File: src/rtl/qif_tdm_scheduler.sv
// qif_tdm_scheduler: time-multiplexes one QIF datapath across 4 neuron contexts with a spike FIFO
module qif_tdm_scheduler #(
  parameter logic [15:0] TICK_DIV   = 16'd1000,
  parameter logic [7:0]  DP_TIMEOUT = 8'd255
) (
  input  logic       clk,
  input  logic       rst_n,
  input  logic       ena,
  input  logic       cfg_we,
  input  logic [1:0] cfg_addr,
  input  logic [7:0] cfg_data,
  input  logic       err_clr,
  output logic       dp_start,
  output logic [7:0] dp_v,
  output logic [7:0] dp_b,
  input  logic       dp_done,
  input  logic [7:0] dp_v_nxt,
  input  logic       dp_spike,
  output logic       spk_valid,
  output logic [1:0] spk_id,
  input  logic       spk_ready,
  output logic [7:0] v_mon,
  output logic       busy,
  output logic       ovf,
  output logic       overrun,
  output logic       timeout_err
);
  typedef enum logic [1:0] {IDLE, ISSUE, WAIT, WRITE} state_t;
  state_t r_state, w_next;
  logic [15:0] r_tcnt;
  logic [1:0]  r_ctx, w_nctx;
  logic [7:0]  r_v [4];
  logic [7:0]  r_b [4];
  logic [7:0]  r_wcnt, r_cap_v;
  logic        r_cap_s, r_skip;
  logic [1:0]  r_fifo [4];
  logic [1:0]  r_wr, r_rd;
  logic [2:0]  r_cnt;
  logic        w_tick, w_tmo, w_last, w_enter, w_wb, w_push, w_pop, w_full, w_wr;
  assign w_tick    = ena && r_tcnt == TICK_DIV - 16'd1;
  assign w_tmo     = r_state == WAIT && !dp_done && r_wcnt == DP_TIMEOUT - 8'd1;
  assign w_last    = r_ctx == 2'd3;
  assign w_enter   = w_next == ISSUE;
  assign w_nctx    = (r_state == IDLE) ? 2'd0 : r_ctx + 2'd1;
  assign w_wb      = r_state == WRITE && !r_skip;
  assign w_push    = w_wb && r_cap_s;
  assign w_pop     = spk_valid && spk_ready;
  assign w_full    = r_cnt == 3'd4;
  assign w_wr      = w_push && (!w_full || w_pop);
  assign dp_start  = r_state == ISSUE;
  assign spk_valid = r_cnt != 3'd0;
  assign spk_id    = spk_valid ? r_fifo[r_rd] : 2'd0;
  // Round tick counter: free-runs while enabled, frozen otherwise
  always_ff @(posedge clk or negedge rst_n) begin
    if (!rst_n) r_tcnt <= '0;
    else if (ena) r_tcnt <= w_tick ? 16'd0 : r_tcnt + 16'd1;
  end
  // FSM state register
  always_ff @(posedge clk or negedge rst_n) begin
    if (!rst_n) r_state <= IDLE;
    else r_state <= w_next;
  end
  // FSM next state; a timeout takes the WRITE path with write-back suppressed
  always_comb begin
    w_next = r_state;
    case (r_state)
      IDLE:    w_next = w_tick ? ISSUE : IDLE;
      ISSUE:   w_next = WAIT;
      WAIT:    w_next = (dp_done || w_tmo) ? WRITE : WAIT;
      WRITE:   w_next = w_last ? IDLE : ISSUE;
      default: w_next = IDLE;
    endcase
  end
  // Context sequencing, operand issue (with same-cycle cfg bypass), result capture and write-back
  always_ff @(posedge clk or negedge rst_n) begin
    if (!rst_n) begin
      r_ctx   <= '0;
      r_wcnt  <= '0;
      r_cap_v <= '0;
      r_cap_s <= 1'b0;
      r_skip  <= 1'b0;
      dp_v    <= '0;
      dp_b    <= '0;
      v_mon   <= '0;
      busy    <= 1'b0;
      for (int i = 0; i < 4; i++) begin
        r_v[i] <= '0;
        r_b[i] <= '0;
      end
    end else begin
      if (cfg_we) r_b[cfg_addr] <= cfg_data;
      if (w_enter) begin
        r_ctx <= w_nctx;
        dp_v  <= r_v[w_nctx];
        dp_b  <= (cfg_we && cfg_addr == w_nctx) ? cfg_data : r_b[w_nctx];
      end
      if (r_state == IDLE && w_tick) busy <= 1'b1;
      if (r_state == WRITE && w_last) busy <= 1'b0;
      r_wcnt <= (r_state == WAIT) ? r_wcnt + 8'd1 : 8'd0;
      if (r_state == WAIT && dp_done) begin
        r_cap_v <= dp_v_nxt;
        r_cap_s <= dp_spike;
        r_skip  <= 1'b0;
      end
      if (w_tmo) r_skip <= 1'b1;
      if (w_wb) begin
        r_v[r_ctx] <= r_cap_v;
        v_mon      <= r_cap_v;
      end
    end
  end
  // Spike FIFO: a push into a full FIFO only lands when a pop frees a slot in the same cycle
  always_ff @(posedge clk or negedge rst_n) begin
    if (!rst_n) begin
      r_wr  <= '0;
      r_rd  <= '0;
      r_cnt <= '0;
      for (int i = 0; i < 4; i++) r_fifo[i] <= '0;
    end else begin
      if (w_wr) begin
        r_fifo[r_wr] <= r_ctx;
        r_wr         <= r_wr + 2'd1;
      end
      if (w_pop) r_rd <= r_rd + 2'd1;
      r_cnt <= r_cnt + {2'b0, w_wr} - {2'b0, w_pop};
    end
  end
  // Sticky error flags; a setting event beats a simultaneous clear
  always_ff @(posedge clk or negedge rst_n) begin
    if (!rst_n) begin
      ovf         <= 1'b0;
      overrun     <= 1'b0;
      timeout_err <= 1'b0;
    end else begin
      ovf         <= (w_push && w_full && !w_pop) || (ovf && !err_clr);
      overrun     <= (w_tick && busy) || (overrun && !err_clr);
      timeout_err <= w_tmo || (timeout_err && !err_clr);
    end
  end
endmodule

File: config.mk
export PLATFORM = sky130hd
export DESIGN_NAME = qif_tdm_scheduler
export DESIGN_NICKNAME = d
export VERILOG_FILES = /design/src/rtl/qif_tdm_scheduler.sv
export SDC_FILE = /design/constraint.sdc
export NUM_CORES = 1
export LEC_CHECK = 0
export ABC_AREA = 1
export CAP_MARGIN = 20
export CORE_ASPECT_RATIO = 0.7
export CORE_MARGIN = 3
export CORE_UTILIZATION = 58
export DETAILED_ROUTE_END_ITERATION = 8
export MAX_ROUTING_LAYER = met4
export PLACE_DENSITY = 0.92
export REMOVE_ABC_BUFFERS = 1
export SLEW_MARGIN = 10
export SYNTH_ARGS = -nofsm -noshare
export SYNTH_HDL_FRONTEND = slang
export SYNTH_SLANG_ARGS = --single-unit
File: constraint.sdc
create_clock -name clk -period 2.44 [get_ports clk]
set_clock_uncertainty 0.05 [all_clocks]
set_input_delay 0.244 -clock clk [delete_from_list [all_inputs] [get_ports clk]]
set_output_delay 0.244 -clock clk [all_outputs]
set_load 0.02 [all_outputs]
==> impl_metrics.ini, run 1 <==
[pwr]
power_switching_mw = 1.668
total_power_mw = 6.136
ir_worst_vdd_v = 0.0005932
powerDensity_mw_per_mm2 = 753.5
intPower_mw = 4.469
p_sw_frac = 0.2718
seq_power_share = 0.448
combPwrFrac = 0.129
p_leak_nw = 4.040
p_clk_frac = 0.423

[clock_network]
cts.reportedPaths.clkPinSlew_ps = 70
cts-root-buf = clkbuf_16
cts.path.max_buffers = 2
cts_tree = done
numCtsBuffers = 17
cts_setup_buffers = 0
clk_latency_ps = 420
htreeDepth = 4
numClockSinks = 145

[drt]
drc = 0
vias = 5896
first_pass_iters = 9
via_per_inst = 5.599
drt_wl_total_um = 16790
ant_nets = 0
first_iter_violations = 612
wire_per_inst_um = 15.94

[logic_synthesis]
yosysUniqueCellTypes = 36
syn_area_mm2 = 0.006817
synth_compound_area_frac = 0.1145
synth_top_family_by_area = simple AND/OR/NAND/NOR gates
synthCells = 822
muxShareOfSynthArea = 0
synthAdderAreaFrac = 0.03414
synth_xor_area_frac = 0.01156
synth_seq_cells = 145
ys_seq_area_frac = 0.5323
yosys_warnings = 0
avgSynthCellArea_um2 = 8.293
yosys.area_share.simple = 0.2294

[timing]
period_share = 0.9354
setup_violations = 0
fin_crit_ps = 2282
maxSlewHeadroom = 0.5572
finalSetupTns_ps = 0
finalMaxSlewViolations = 0
worstMarginPinSlew_ps = 662.4
max_freq_mhz = 438.1
hold_violations = 0
rsz0062_at_grt = no

[placement]
dpl_cell_area_mm2 = 0.007543
dp_hpwl_um = 10600
place.gp.congestion = 0.8808
port_buffers = 57

[final_layout]
final_area_mm2 = 0.008144
antenna_cells = 0
top_regs = r_b (32), r_v (32), r_tcnt (16)
final_common_cell = nand2_1
final_cell_mix = nand2_1 (234), dfrtp_1 (145), o21ai_0 (112)
layout-drive-gt1-share = 0.07333
fin_nets = 931
areaGrowthSynthToFinish_pct = 19.48

[setup_path]
cp-start-kind = register
cp_data_arrival_time_ps = 2600
crit_path_max_incr_delay_ps = 470
cp_slowest_cell = dfrtp_1
critPathKind = register to register
cp_top_family = simple AND/OR/NAND/NOR gates
worstPathCellList = inv_1 > ha_1 > inv_1 > nor2_4 > nor2_1 > nor2_2 > nand3_1 > nand2_1 > nand3_1 > nand2_1
critical_path_buf_inv_count = 2
endpoint_kind = register
cp_max_fo = 10
cp.required_ps = 2750

[grt]
antenna_found_initial = 0
grt_first_pass_wirelength_um = 28070
grt_pass1_vias = 5833
overflow = 0
globalRouteTotalUtil = 0.2749
grt_max_degree = 59

[floorplan]
pin_count = 58
coreArea_mm2 = 0.01125
rows = 32
dieHeight_um = 96.70
dieArea_mm2 = 0.01311
die_w_um = 135.6
initial_utilization = 0.6059

[job]
drv_cap = 0

[status]
status = complete, no violations

[worst_hold_path]
min_path_type = input pin to asynchronous set/reset pin
[metal layers]
layer,routed length (um),global-route usage
met2,8025,0.4125
met3,1111,0.06965
met1,7471,0.3754
met5,0,-
met4,178,0.08056
[cell usage after synthesis, drive strengths merged]
library cell	number	area (um^2)
buf	11	95.09
a31oi	2	12.51
o21a	4	30.03
a21oi	19	95.09
xnor2	3	26.28
clkinv	1	5.000
dfrtp	145	3628
a211oi	1	7.510
or2	1	6.260
o22ai	10	62.56
xor2	6	52.55
nand3b	2	15.01
nand2	241	932.1
or3	1	6.260
a22oi	1	7.510
fa	1	20.02
nand4	2	12.51
inv	102	382.9
nor3	8	40.04
nand3	50	267.8
nor2	69	284.0
clkbuf	12	48.80
o21ai	113	565.5
ha	17	212.7
[timing repair]
| action | CTS | global route |
|---|---|---|
| hold buffers | 1 | 0 |
| hold endpoints to repair | 56 | 0 |
| gates resized for setup | 0 | 0 |
[worst paths after layout]
check                                startpoint                  end  slack (ps)  cells after the start
setup / recovery           r_ctx[1]$_DFFE_PN0N_  dp_b[6]$_DFFE_PN0N_         160                     10
hold / removal                            rst_n  r_wcnt[2]$_DFF_PN0_         320                      2
setup reg to reg           r_ctx[1]$_DFFE_PN0N_  dp_b[6]$_DFFE_PN0N_         160                     10
hold reg to reg             dp_b[4]$_DFFE_PN0N_  dp_b[4]$_DFFE_PN0N_         430                      2
max in group asynchronous                 rst_n  r_rd[1]$_DFFE_PN0P_        1400                      3
min in group clk                       dp_spike  r_cap_s$_DFFE_PN0P_         320                      3
[power by group through the flow]
| stage | sequential [mW] | clock (mW) | combinational, mW |
|---|---|---|---|
| 2_1_floorplan | 2.75 | 0 | 0.505 |
| 3_3_place_gp | 2.77 | 0 | 0.740 |
| 3_5_place_dp | 2.78 | 0 | 0.775 |
| 4_1_cts | 2.74 | 2.62 | 0.792 |
| 5_1_grt | 2.77 | 2.73 | 0.912 |
| 6_report | 2.75 | 2.60 | 0.790 |
[cell type report]
| class | count | area (um^2) |
|---|---|---|
| inverters | 103 | 387.9 |
| well taps | 153 | 191.4 |
| clock inverters | 13 | 147.6 |
| fillers | 794 | 3107 |
| clock buffers | 19 | 442.9 |
| multi-input cells | 551 | 2656 |
| repair buffers | 69 | 689.4 |
| flip-flops and latches | 145 | 3628 |
[worst register-to-register path, stage by stage (launching register included)]
cell and delay [ps]:
dfrtp_1 470, inv_1 160, ha_1 370, inv_1 90, nor2_4 210, nor2_1 80
nor2_2 370, nand3_1 130, nand2_1 110, nand3_1 90, nand2_1 90
[stage by stage]
stage	hold slack, ps	utilization	std cells	worst slack, ps
global route	329.9	0.7239	1053	16.57
finish	318.9	0.7239	1053	157.5
global placement	199.3	0.6705	1020	262.2
floorplan	-101.6	-	799	239.0
CTS	313.6	0.7239	1053	168.5
detailed placement	204.0	0.6705	1020	219.4
[cell families after synthesis]
kind of cell	count (synthesis)
simple gates	374
buf+inv	126
xor+xnor	9
fa+ha+maj	18
flops	145
compound gates	150
(Power assumes the default switching activity.)
==> run 2: changes to the inputs <==
--- a/config.mk
+++ b/config.mk
@@ -9,10 +9,10 @@
 export CAP_MARGIN = 20
 export CORE_ASPECT_RATIO = 0.7
 export CORE_MARGIN = 3
-export CORE_UTILIZATION = 58
+export CORE_UTILIZATION = 52
 export DETAILED_ROUTE_END_ITERATION = 8
 export MAX_ROUTING_LAYER = met4
-export PLACE_DENSITY = 0.92
+export PLACE_DENSITY = 0.88
 export REMOVE_ABC_BUFFERS = 1
 export SLEW_MARGIN = 10
 export SYNTH_ARGS = -nofsm -noshare
==> constraint.sdc (replaced) <==
create_clock -name clk -period 2.08 [get_ports clk]
set_clock_uncertainty 0.05 [all_clocks]
set_input_delay 0.208 -clock clk [delete_from_list [all_inputs] [get_ports clk]]
set_output_delay 0.208 -clock clk [all_outputs]
set_load 0.02 [all_outputs]
==> run 2 against run 1 <==
  * Non-clock buffer count up 30
  * Critical path type unchanged
  * Critical path depth did not move
  * Register-to-register slack worse by 140 ps
  * Global-route usage fell by 2.2 points
  * Sequential power is 17% higher
  * Combinational power increased by 34%
  * Die area is 11% higher
  * Count of clock-buffer cells in the layout up 2
==> impl_metrics.ini, run 2 (synthesized netlist as in run 1, its figures left out) <==
[timing]
holdWs_ps = 227.7
max_freq_mhz = 484.5
maxSlewHeadroom = 0.6120
finalMaxSlewViolations = 0
fin_crit_ps = 2064
period_share = 0.9924
worstMarginPinSlew_ps = 580.6
finalSetupTns_ps = 0
hold_violations = 0
setup_violations = 0
rsz0062_at_grt = yes

[setup_path]
r2r_slack_ps = 20
critical_path_buf_inv_count = 3
cp_max_fo = 2
critPathKind = register to register
cp_top_family = adder cells
cp_data_arrival_time_ps = 2300
cp_slowest_cell = dfrtp_1
crit_path_max_incr_delay_ps = 390
cp-start-kind = register
r2r-end = r_cnt[2]$_DFF_PN0_
r2r.worst_path.cells = 10
endpoint_kind = register
r2r-start = r_cnt[1]$_DFF_PN0_
worstPathCellList = nor2_2 > inv_1 > or2_4 > nand2_4 > inv_2 > ha_4 > inv_2 > ha_4 > fa_2 > xor2_1
cp.required_ps = 2320

[placement]
dp_hpwl_um = 11250
port_buffers = 57
dp.cells = 1057
place.gp.congestion = 0.8880

[grt]
grt_max_degree = 61
globalRouteTotalUtil = 0.2529
grt_pass1_vias = 5895
antenna_found_initial = 0
overflow = 0
grt_first_pass_wirelength_um = 28090

[final_layout]
final_cell_mix = nand2_1 (233), dfrtp_1 (145), o21ai_0 (112)
areaGrowthSynthToFinish_pct = 24.87
finish.utilization = 0.6737
final_common_cell = nand2_1
antenna_cells = 0
instances_no_fill = 1092
fin_nets = 961
layout-drive-gt1-share = 0.1151
top_regs = r_b (32), r_v (32), r_tcnt (16)

[clock_network]
cts.path.max_buffers = 2
cts_tree = done
numCtsBuffers = 17
numClockSinks = 145
clk_latency_ps = 420
htreeDepth = 4
cts-root-buf = clkbuf_16
cts.reportedPaths.clkPinSlew_ps = 60

[worst_hold_path]
min_path_type = input pin to asynchronous set/reset pin

[drt]
wire_per_inst_um = 15.91
via_per_inst = 5.441
first_pass_iters = 6
drt_wl_total_um = 17370
ant_nets = 0
first_iter_violations = 581
drc = 0
vias = 5942

[pwr]
ir_worst_vdd_v = 0.0006182
p_leak_nw = 4.216
seq_power_share = 0.428
powerDensity_mw_per_mm2 = 885.7
power_switching_mw = 1.989
intPower_mw = 5.550
total_power_mw = 7.539
p_clk_frac = 0.432
p_sw_frac = 0.2638
combPwrFrac = 0.141

[job]
drv_cap = 0

[floorplan]
die_w_um = 142.8
initial_utilization = 0.5395
pin_count = 58
dieArea_mm2 = 0.01454
rows = 34
coreArea_mm2 = 0.01263
dieHeight_um = 101.8

[status]
status = complete, no violations
==> run 2: area by class of cell <==
| class | count | area [um^2] |
|---|---|---|
| flip-flops and latches | 145 | 3628 |
| inverters | 103 | 391.6 |
| clock inverters | 11 | 177.7 |
| well taps | 162 | 202.7 |
| fillers | 919 | 4123 |
| multi-input cells | 551 | 2743 |
| repair buffers | 99 | 918.4 |
| clock buffers | 21 | 450.4 |
==> run 2: metrics by stage <==
step	setup slack, ps	instance area (um^2)
CTS	6.753	8447
global route	-49.75	8512
finish	15.82	8512
detailed placement	-118.3	7777
global placement	-69.67	7777
floorplan	-121.0	6673
==> run 2: power by group through the flow <==
stage / Clock (mW) / Combinational (mW) / Sequential (mW)
after global routing: 3.39 / 1.21 / 3.25
final: 3.25 / 1.06 / 3.22
after floorplan: 0 / 0.592 / 3.22
after CTS: 3.27 / 1.03 / 3.22
after global placement: 0 / 0.948 / 3.24
after detailed placement: 0 / 1.00 / 3.25
==> run 2: how the worst max path moves through the flow <==
stage	start	endpoint	cells past startpoint	slack, ps
6_report	r_cnt[1]$_DFF_PN0_	r_cnt[2]$_DFF_PN0_	10	20
4_1_cts	r_state[0]$_DFF_PN0_	r_cnt[2]$_DFF_PN0_	9	7
2_1_floorplan	r_cnt[1]$_DFF_PN0_	r_cnt[2]$_DFF_PN0_	10	-120
3_5_place_dp	r_cnt[1]$_DFF_PN0_	r_cnt[2]$_DFF_PN0_	10	-120
3_3_place_gp	r_cnt[1]$_DFF_PN0_	r_cnt[2]$_DFF_PN0_	10	-70
5_1_grt	r_cnt[1]$_DFF_PN0_	r_cnt[2]$_DFF_PN0_	10	-50
==> run 2: routing by layer <==
layer  track usage  routed length, um
met5             -                  0
met4       0.09423                378
met3       0.05757               1129
met2        0.3900               8270
met1        0.3306               7592
==> run 2: what timing repair did <==
item / in CTS / in global routing
hold buffers: 1 / 0
setup endpoints to repair: 24 / 22
resized for setup: 16 / 12
endpoints found under the hold margin: 43 / 0
pin swaps: 4 / 3
buffers inserted: 0 / 2
cloned: 0 / 0
